$ cat src/rtl/conv_weight_regfile.sv
// Double-buffered weight/bias register file for a conv layer: SHIFT/BIAS words fill a
// shadow bank, which is copied to the output-driving active bank once a full kernel lands.
module conv_weight_regfile #(
  parameter int DATA_WIDTH  = 32,
  parameter int KERNEL_SIZE = 3,
  parameter int PTR_WIDTH   = 4
) (
  input  logic                                        clk,
  input  logic                                        rst_n,
  input  logic [2:0]                                  current_state,
  input  logic [DATA_WIDTH-1:0]                       i_weight,
  output logic [KERNEL_SIZE*KERNEL_SIZE*DATA_WIDTH-1:0] o_weight_bank,
  output logic [DATA_WIDTH-1:0]                       o_bias,
  output logic                                        o_weight_valid,
  output logic                                        o_commit,
  output logic                                        o_err
);

  localparam int NW = KERNEL_SIZE * KERNEL_SIZE;
  localparam logic [PTR_WIDTH-1:0] NW_PTR = PTR_WIDTH'(NW);

  localparam logic [2:0] ST_PRELOAD = 3'd1;
  localparam logic [2:0] ST_LOAD    = 3'd2;
  localparam logic [2:0] ST_SHIFT   = 3'd3;
  localparam logic [2:0] ST_BIAS    = 3'd4;

  logic [NW*DATA_WIDTH-1:0] shadow_bank;
  logic [DATA_WIDTH-1:0]    shadow_bias;
  logic [PTR_WIDTH-1:0]     wr_ptr;
  logic                     shift_d;
  logic                     bias_d;
  logic                     bias_d_p1;
  logic                     commit_p0;
  logic                     err_flag;
  logic                     load_req;

  assign load_req = (current_state == ST_LOAD) || (current_state == ST_PRELOAD);
  assign o_err    = err_flag;

  always_ff @(posedge clk or negedge rst_n) begin
    if (!rst_n) begin
      shift_d        <= 1'b0;
      bias_d         <= 1'b0;
      bias_d_p1      <= 1'b0;
      commit_p0      <= 1'b0;
      wr_ptr         <= '0;
      err_flag       <= 1'b0;
      shadow_bank    <= '0;
      shadow_bias    <= '0;
      o_weight_bank  <= '0;
      o_bias         <= '0;
      o_weight_valid <= 1'b0;
      o_commit       <= 1'b0;
    end else begin
      // Stage p0: state decode registered to line up with the lagged i_weight
      shift_d   <= (current_state == ST_SHIFT);
      bias_d    <= (current_state == ST_BIAS);
      bias_d_p1 <= bias_d;

      // Stage p1: copy of the shadow bank captured one cycle after the first BIAS word
      commit_p0 <= 1'b0;
      o_commit  <= commit_p0;
      if (commit_p0) begin
        o_weight_bank  <= shadow_bank;
        o_bias         <= shadow_bias;
        o_weight_valid <= 1'b1;
      end

      // A reload request wins over any in-flight shift/bias write, which is dropped
      if (load_req) begin
        wr_ptr   <= '0;
        err_flag <= 1'b0;
      end else if (shift_d) begin
        if (wr_ptr < NW_PTR) begin
          for (int k = 0; k < NW; k++) begin
            if (wr_ptr == PTR_WIDTH'(k)) shadow_bank[k*DATA_WIDTH +: DATA_WIDTH] <= i_weight;
          end
          wr_ptr <= wr_ptr + 1'b1;
        end else begin
          err_flag <= 1'b1;
        end
      end else if (bias_d) begin
        shadow_bias <= i_weight;
        if (wr_ptr == NW_PTR) begin
          if (!bias_d_p1) commit_p0 <= 1'b1;
        end else begin
          err_flag <= 1'b1;
        end
      end
    end
  end

endmodule

$ cat config.mk
export PLATFORM = sky130hd
export DESIGN_NAME = conv_weight_regfile
export DESIGN_NICKNAME = d
export VERILOG_FILES = /design/src/rtl/conv_weight_regfile.sv
export SDC_FILE = /design/constraint.sdc
export NUM_CORES = 1
export LEC_CHECK = 0
export CAP_MARGIN = 5
export CORE_AREA = 2 2 205 409
export CTS_BUF_LIST = sky130_fd_sc_hd__clkbuf_8 sky130_fd_sc_hd__clkbuf_16
export CTS_CLUSTER_SIZE = 30
export DETAILED_ROUTE_END_ITERATION = 10
export DIE_AREA = 0 0 207 411
export MAX_ROUTING_LAYER = met4
export SLEW_MARGIN = 20
export SYNTH_ARGS = -nofsm -noshare
export SYNTH_HDL_FRONTEND = slang
export SYNTH_SLANG_ARGS = --single-unit
$ cat constraint.sdc
create_clock -name clk -period 2.5 [get_ports clk]
set_input_delay 0.375 -clock clk [delete_from_list [all_inputs] [get_ports clk]]
set_output_delay 0.375 -clock clk [all_outputs]
set_load 0.02 [all_outputs]
==> key figures <==
Pwr
  • Switching pwr: 0.00543 W
  • Pwr dens: 753 nW/µm²
  • Sw frac: 22.7%
  • Combinational power share: 7.4%
  • VDD IR max: 538 µV
  • P_leak: 15.3 nW
  • Clock network power share: 41.6%
  • Share of power burned in registers: 51.0%
  • Design internal power: 0.0185 W

Die
  • Die ar.: 85100 µm²
  • CORE AREA: 82000 µm²
  • I/O pin cnt: 360
  • Die height: 411 µm
  • # rows: 149
  • Initial Util: 29.8%
  • Die Wd: 207 µm

Timing
  • Slew @ Worst Pin: 0.739 ns
  • RSZ-0062 raised after global routing: false
  • Crit share post-route: 84.8%
  • Fmax achieved: 472 MHz
  • Min cycle time layout: 2.12 ns
  • Setup_tns: 0 ns
  • Worst Clk Skew: 0.0302 ns
  • Final hold viol count: 0
  • # setup viols final: 0
  • Slew Viols, Final: 0
  • Slew HR: 50.6%

Drt
  • Via density: 4.58
  • Via Count: 13372
  • Initial DRC Count: 556
  • DRT antenna net count: 0
  • DRC violations left: 0
  • WL per Instance: 21.3 µm
  • Total Wirelength: 62.3 mm
  • Pre-Repair DR Iteration Count: 4

Clock network
  • Clk Latency, worst-skew pair: 0.66 ns
  • CTS H-tree lvls: 2
  • CTS sink count: 651
  • Longest Clk Path Bufs: 3
  • CTS clock-pin slew for the worst setup and hold paths: 0.07 ns
  • TritonCTS Buffers: 61
  • CTS tree: built
  • Clock Tree Root: clkbuf_16

Synthesis
  • Post-Syn Instances: 1437
  • Synth Warn #: 0
  • Post-synth EDFFs: 0
  • Area of the mapped netlist: 24400 µm²
  • Syn_area_per_cell: 17.0 µm²
  • Post-synth net total: 1478
  • Ys async rst share: 100%
  • Seq cells post-synth: 651
  • Seq/Total Area, Yosys: 66.7%
  • Distinct cell type count after synthesis: 30
  • Top_reg_cell synth: dfrtp_1

Hold path
  • Hold Path Class: input port to async pin

Run status
  • Outcome: finished, final reports clean

Placed design
  • Dpl cell area: 29500 µm²
  • Placer Congestion: 0.755
  • Port bufs: 359
  • Dpl cells: 2804
  • DP HPWL: 41.8 mm

GRT
  • Overflow left after global routing: 0
  • First-pass GRT wire length: 95.0 mm
  • Total GRT Usage: 15.1%
  • Vias in the first global route: 14303
  • Pin count of the biggest net entering global routing: 95
  • Initial antenna violation count: 0

Final layout
  • Filler cells: 7723
  • Net count, final: 1852
  • Non-Filler Instances: 2922
  • Post-Layout Inst Area: 31800 µm²
  • Area Growth Syn to Fin: 30.1%
  • Layout cells sized above 1: 42.3%

Setup path
  • Worst setup path class: flip-flop to primary output
  • Critical path arrival: 1.75 ns
  • Crit path buffers/inverters: 1
  • Worst path slowest cell: clkdlybuf4s50_1
  • Cell Chain, Critical Path: clkdlybuf4s50_1
  • Delay-heaviest family, CP: buffers and inverters
  • Max incr delay on CP: 0.71 ns
  • Crit path launch type: flip-flop
  • Worst Path Required: 2.12 ns
  • Crit Path Max Fanout: 3
  • Kind of end point of the critical path: primary output

Job
  • Maxcap violations: 0
==> cell usage after synthesis (3+ instances only) <==
master      n  area, µm²
mux2_2    593       6680
mux2_1     17        191
buf_1      32        120
nand2_1     3       11.3
nor2b_1     3       18.8
ha_1        4       50.1
buf_2      42        210
nor2_1      5       18.8
clkbuf_1   23       86.3
nand4_1     9       56.3
mux2_4     30        450
dfrtp_1   651      16300
buf_12      3       60.1
inv_1       3       11.3
==> area by class of cell <==
cell class / instances / area [µm²] / area share, %
diodes: 1 / 2.50 / 0.00788
clock buffers: 81 / 1800 / 5.67
clock inverters: 35 / 400 / 1.26
inverters: 3 / 11.3 / 0.0355
multi-input cells: 682 / 7620 / 24.0
flip-flops and latches: 651 / 16300 / 51.3
well taps: 1057 / 1320 / 4.16
repair buffers: 412 / 4310 / 13.6
==> per-stage QoR <==
| stage | hold WS [ns] | total power (W) | setup slack, ns | utilization, % |
|---|---|---|---|---|
| final | 0.272 | 0.0239 | 0.380 | 38.7 |
| after global routing | 0.290 | 0.0249 | 0.310 | 38.7 |
| after CTS | 0.249 | 0.0242 | 0.338 | 38.7 |
| after detailed placement | 0.350 | 0.0142 | -0.0279 | 36.0 |
| after global placement | 0.353 | 0.0141 | -0.106 | 36.0 |
| after floorplan | 0.0794 | 0.0134 | 0.734 | - |
==> worst paths after layout <==
| path | end | cells past startpoint | slack [ns] | start |
|---|---|---|---|---|
| min in group clk | bias_d_p1 | 0 | 0.39 | bias_d |
| max | o_err | 1 | 0.38 | o_err |
| min | o_weight_bank[271] | 2 | 0.27 | rst_n |
| max in group asynchronous | o_weight_bank[134] | 3 | 1.35 | rst_n |
| max reg2reg | shadow_bank[283] | 6 | 0.63 | wr_ptr[0] |
| min reg2reg | bias_d_p1 | 0 | 0.39 | bias_d |
==> layer usage <==
| metal | vias to the layer above | share of wire, % | global-route usage [%] | wire length [µm] |
|---|---|---|---|---|
| li1 | 5820 | - | - | - |
| met5 | - | 0 | - | 0 |
| met4 | 0 | 1.8 | 3.03 | 1150 |
| met3 | 79 | 11 | 6.97 | 6960 |
| met1 | 7036 | 47 | 20.7 | 29100 |
| met2 | 437 | 40 | 20.3 | 25100 |
==> cell families after synthesis <==
family / count (synthesis) / share of synthesized area [%]
buf+inv: 104 / 2.05
simple gates: 29 / 0.728
xor+xnor: 3 / 0.108
fa+ha+maj: 4 / 0.205
mux: 641 / 30.0
flops: 651 / 66.7
compound gates: 5 / 0.133
==> power by group through the flow <==
stage               sequential [W]  combinational, W  clock (W)
floorplan                   0.0122           0.00115          0
global placement            0.0123           0.00174          0
detailed placement          0.0124           0.00180          0
CTS                         0.0122           0.00181     0.0102
global route                0.0123           0.00195     0.0106
finish                      0.0122           0.00177    0.00995
==> flip-flops by register name (all words and copies together) (netlist names) <==
name / cells
shift_d: 1
bias_d_p1: 1
shadow_bias: 32
o_bias: 32
o_weight_bank: 288
o_err: 1
bias_d: 1
o_commit: 1
shadow_bank: 288
o_weight_valid: 1
wr_ptr: 4
commit_p0: 1
==> what timing repair did <==
item	in CTS	in global routing
hold buffers	1	0
resized for setup	0	0
hold endpoints to repair	36	0
buffers inserted	0	0
==> placed cells by master, fill, tap and decap left out, types with 2 or more instances in the layout <==
| master | Yosys | layout |
|---|---|---|
| clkinv_8 | 0 | 2 |
| ha_1 | 4 | 4 |
| nand2_1 | 3 | 2 |
| dfrtp_1 | 651 | 650 |
| inv_6 | 0 | 3 |
| mux2_4 | 30 | 30 |
| clkbuf_8 | 0 | 20 |
| inv_1 | 3 | 12 |
| buf_12 | 3 | 25 |
| nor2_1 | 5 | 5 |
| buf_4 | 0 | 27 |
| clkinv_2 | 0 | 12 |
| clkdlybuf4s50_1 | 0 | 358 |
| mux2_1 | 17 | 17 |
| nand2b_1 | 2 | 2 |
| nand4_1 | 9 | 9 |
| clkbuf_16 | 0 | 61 |
| bufinv_16 | 0 | 7 |
| nor2b_1 | 3 | 3 |
| xor2_1 | 2 | 2 |
| mux2_2 | 593 | 593 |
| a211oi_1 | 2 | 2 |
No activity file was read; power rests on OpenSTA's default activity.
